### src/rtl/chan_scan_mux.sv
// N-channel, W-bit registered selector. The channel steps on a debounced
// pushbutton press (manual) or a free-running divider (auto scan).
module chan_scan_mux #(
  parameter int W        = 7,
  parameter int N        = 4,
  parameter int SCAN_DIV = 50_000_000,
  parameter int DB       = 500_000,
  localparam int CW      = (N > 1) ? $clog2(N) : 1
) (
  input  logic          clk,
  input  logic          reset,
  input  logic [N*W-1:0] din,
  input  logic          mode,
  input  logic          step_n,
  input  logic          freeze,
  output logic [W-1:0]  y,
  output logic [W-1:0]  y_n,
  output logic [CW-1:0] ch,
  output logic          ch_chg
);

  localparam int SW = (SCAN_DIV > 1) ? $clog2(SCAN_DIV) : 1;
  localparam int DW = (DB > 1) ? $clog2(DB) : 1;
  localparam logic [SW-1:0] SCAN_LAST = SW'(SCAN_DIV - 1);
  localparam logic [DW-1:0] DB_LAST   = DW'(DB - 1);
  localparam logic [CW-1:0] CH_LAST   = CW'(N - 1);

  logic          r_sync1, r_sync2, r_db_lvl, r_press, r_mode_d, r_ch_chg;
  logic [DW-1:0] r_db_cnt;
  logic [SW-1:0] r_scan;
  logic [CW-1:0] r_ch;
  logic [W-1:0]  r_y;

  logic          w_s, w_mode_chg, w_scan_term, w_adv;
  logic [CW-1:0] w_ch_nxt;
  logic [W-1:0]  w_chan [N];

  for (genvar k = 0; k < N; k++) begin : g_chan
    assign w_chan[k] = din[k*W +: W];
  end

  assign w_s         = r_sync2;
  assign w_mode_chg  = (mode != r_mode_d);
  assign w_scan_term = (r_scan == SCAN_LAST);
  assign w_ch_nxt    = (r_ch == CH_LAST) ? '0 : r_ch + 1'b1;
  // A mode change restarts the scan, so a terminal count on that cycle is void.
  assign w_adv       = ~freeze & (mode ? (w_scan_term & ~w_mode_chg) : r_press);

  // Button: 2-FF synchroniser, stability counter, registered 1->0 press pulse.
  always_ff @(posedge clk) begin
    if (reset) begin
      r_sync1  <= 1'b1;
      r_sync2  <= 1'b1;
      r_db_lvl <= 1'b1;
      r_db_cnt <= '0;
      r_press  <= 1'b0;
    end else begin
      r_sync1 <= step_n;
      r_sync2 <= r_sync1;
      r_press <= 1'b0;
      if (w_s != r_db_lvl) begin
        if (r_db_cnt == DB_LAST) begin
          r_db_lvl <= w_s;
          r_db_cnt <= '0;
          r_press  <= ~w_s;
        end else begin
          r_db_cnt <= r_db_cnt + 1'b1;
        end
      end else begin
        r_db_cnt <= '0;
      end
    end
  end

  // Tracks mode through reset so leaving reset is never seen as a mode change.
  always_ff @(posedge clk) r_mode_d <= mode;

  always_ff @(posedge clk) begin
    if (reset)
      r_scan <= '0;
    else if (w_mode_chg)
      r_scan <= '0;
    else if (!freeze)
      r_scan <= w_scan_term ? '0 : r_scan + 1'b1;
  end

  always_ff @(posedge clk) begin
    if (reset) begin
      r_ch     <= '0;
      r_y      <= '0;
      r_ch_chg <= 1'b0;
    end else begin
      r_ch_chg <= 1'b0;
      if (w_adv && N > 1) begin
        r_ch     <= w_ch_nxt;
        r_ch_chg <= 1'b1;
      end
      if (!freeze) r_y <= w_chan[r_ch];
    end
  end

  assign y      = r_y;
  assign y_n    = ~r_y;
  assign ch     = r_ch;
  assign ch_chg = r_ch_chg;

endmodule

### config.mk
export PLATFORM = sky130hd
export DESIGN_NAME = chan_scan_mux
export DESIGN_NICKNAME = d
export VERILOG_FILES = /design/src/rtl/chan_scan_mux.sv
export SDC_FILE = /design/constraint.sdc
export NUM_CORES = 1
export LEC_CHECK = 0
export CAP_MARGIN = 40
export CORE_MARGIN = 2
export CORE_UTILIZATION = 29
export CTS_CLUSTER_SIZE = 12
export DETAILED_ROUTE_END_ITERATION = 7
export GPL_ROUTABILITY_DRIVEN = 0
export PLACE_DENSITY_LB_ADDON = 0.08
export SLEW_MARGIN = 20
export SYNTH_ARGS = -nofsm -noshare
export SYNTH_HDL_FRONTEND = slang
export SYNTH_SLANG_ARGS = --single-unit
### constraint.sdc
create_clock -name clk -period 3.5 [get_ports clk]
set_input_delay 0.35 -clock clk [delete_from_list [all_inputs] [get_ports clk]]
set_output_delay 0.35 -clock clk [all_outputs]
set_load 0.02 [all_outputs]
==> results.md <==
- IO Count: 50
- Yosys reg bits: 60
- Count of cell types in the netlist: 43
- Worst Path Arrival: 2370 ps
- Vias per cell: approximately 4.9
- CP Capture Type: flip-flop
- Sequential fraction of the synthesis area: 41.4%
- CTS buffer count: 9
- Pwr Total: between 1 and 1.5 mW
- DR WL/cell: around 14 um
- Starting density of the core: 29.8%
- Hold path depth: 1
- Htree depth: 3
- Vias: approximately 2500
- Peak supply drop: roughly 0.14 mV
- Async SR Flop Fraction: 0%
- R2R depth: 6
- Leakage: between 1 and 1.5 nW
- Maxcap violations: 0
- First-pass GRT wire length: roughly 12000 um
- Hold-fix buffers, CTS: 0
- HP Class: flip-flop to flip-flop
- Vias in the first global route: 2380
- Mapped Avg Cell Area: roughly 9 um^2
- Syn. warnings: 0
- Clk root buf: clkbuf_8
- Row count: 36
- CTS resizes: 0
- Post-Synthesis Cells: 316
- Transition time at the pin with the least slew margin: about 600 ps
- Max-slew violation count: 0
- Inst Count DP: 489
- Worst slew margin: 59.9%
- Antenna-violating nets left: 0
- Power density over the cells: 378 nW/um^2
- Crit-path max FO: 16
- Chip height: between 100 and 150 um
- Post-route setup TNS: 0 ps
- Total GRT Usage: 13.2%
- Pre-antenna DRT Iters: 6
- Proportion of layout cells with a drive suffix above 1: a little under a tenth
- Final Non-Filler Cells: 504
- P&R area growth vs syn: 28.1%
- Critical path type: input pin to flip-flop
- Ys flop type: dfxtp_1
- Final worst path period need: approximately 2200 ps
- Clock skew: ~14 ps
- Post-synth EDFFs: 0
- RR Startpoint: r_scan[0]$_SDFFE_PP0N_
- Final WL: between 6000 and 7000 um
- Total congestion overflow: 0
- Synthesized cell area: between 2000 and 3000 um^2
- CP required: around 3700 ps
- Crit share post-route: 61.7%
- Unrepaired setup endpoints after global routing: no
- Hpwl dp: between 4000 and 5000 um
- Fmax: ~460 MHz
- Die area: roughly 11000 um^2
- FF+latch area: 1200 um^2
- Worst-skew pair later-pin latency: 330 ps
- Area of the multi-input gates: 1610 um^2
- Pin count of the biggest net entering global routing: 21
- Status: completed
- # diodes: 0
- HP Start: r_sync1$_SDFF_PP1_
- Die Span X: ~100 um
- Clk buf depth: 2
- Core area: between 9000 and 10000 um^2
- Post-CTS Setup Inserts: 0
- Worst setup startpoint: freeze
- DRC violations left: 0
- Port Buf Inserts: 49
- Drt first-iter violations: 57
- Mapped Nets: approximately 350
- Fill count: a little over 1000
- Final setup vio count: 0
- Reg clk slew, reported paths: 70 ps
- TritonCTS clock tree: done
- Initial antenna violation count: 0
- Nets: 403
- Clock sinks: 60
- Hold Vio Cnt, Final: 0
- Startpoint class of the critical path: input pin
-- sequential cells by signal, indices dropped and copies added (netlist names) --
signal    flops
r_scan       26
r_db_lvl      1
r_mode_d      1
r_sync1       1
r_db_cnt     19
y             7
ch_chg        1
r_press       1
r_sync2       1
ch            2
-- critical path, stage by stage --
cell	delay (ps)
clkdlybuf4s50_1	510
and4b_1	520
nand2_1	240
o31ai_2	380
buf_4	290
a21oi_1	70
-- power breakdown --
group / switching (mW) / internal (mW)
clock: 0.278 / 0.323
sequential: 0.00561 / 0.690
combinational: 0.0440 / 0.0655
-- layout by cell type, fill, tap and decap left out, types with 3 or more instances in the layout --
cell type        count
dfxtp_1             60
clkdlybuf4s50_1     49
nor2_1              39
nand2_1             23
xnor2_1             16
a21oi_1             15
nand4_1             12
nand3_1             11
or4_1               11
xor2_1              11
inv_1               10
mux2i_1              9
o31ai_1              9
clkbuf_8             9
nor3_1               8
mux4_2               7
or3_1                7
and3_1               6
o21ai_0              6
nor4b_1              5
nor4_1               4
and4_1               4
buf_4                4
nand2b_1             3
or2_2                3
nor2b_1              3
ha_1                 3
clkinv_2             3
-- synth_stat cells, drive strengths merged, types with 4 or more instances --
master | n | area share, %
xnor2 | 16 | 4.8
nor4b | 5 | 1.5
or4 | 11 | 2.8
o21ai | 6 | 1.0
inv | 10 | 1.3
and3 | 6 | 1.3
o31ai | 11 | 3.2
nor4 | 4 | 0.86
nor3 | 8 | 1.4
or3 | 7 | 1.5
buf | 4 | 0.65
nand2 | 23 | 3.0
mux2i | 9 | 3.1
dfxtp | 60 | 41
a21oi | 15 | 2.6
and4 | 4 | 1.2
nor2 | 39 | 5.0
clkbuf | 9 | 1.2
nand4 | 14 | 3.8
nand3 | 12 | 2.5
xor2 | 11 | 3.3
mux4 | 7 | 5.4
-- routing by layer --
metal / vias up / share of wire [%] / global-route usage, %
li1: 1250 / - / -
met2: 48 / 47 / 21.1
met1: 1147 / 47 / 16.9
met5: - / 0 / 0
met3: 10 / 4.1 / 3.82
met4: 0 / 1.6 / 5.21
-- area by class of cell --
type / instances / area share, %
clock buffer: 10 / 3.44
multi-input combinational: 233 / 43.3
tap: 133 / 4.48
sequential: 60 / 32.3
timing repair buffer: 53 / 14.0
inverter: 10 / 1.01
clock inverter: 5 / 1.45
-- through the flow --
stage          hold slack [ps]  utilization, %  worst slack (ps)  instance area (um^2)
2_1_floorplan              378               -              1510                  2900
3_3_place_gp               395            36.3              1040                  3530
3_5_place_dp               393            36.3               983                  3530
4_1_cts                    410            38.2              1320                  3710
5_1_grt                    451            38.2              1170                  3710
6_report                   410            38.2              1340                  3710
-- kinds of logic (layout without fill, tap and decap cells) --
logic type | Yosys count | after routing | share of synthesized area, %
compound gates | 38 | 38 | 8.42
xor+xnor | 27 | 27 | 8.16
fa+ha+maj | 3 | 3 | 1.29
buf+inv | 23 | 78 | 3.11
flops | 60 | 60 | 41.4
mux | 17 | 17 | 8.93
simple gates | 148 | 148 | 28.7
-- path summary, 6_finish.rpt --
kind	to	slack [ps]
max reg2reg	r_scan[16]$_SDFFE_PP0N_	1400
min reg2reg	r_sync2$_SDFF_PP1_	410
max	r_scan[16]$_SDFFE_PP0N_	1340
min	r_sync2$_SDFF_PP1_	410
Note: power is estimated with default switching activity, not from simulation.
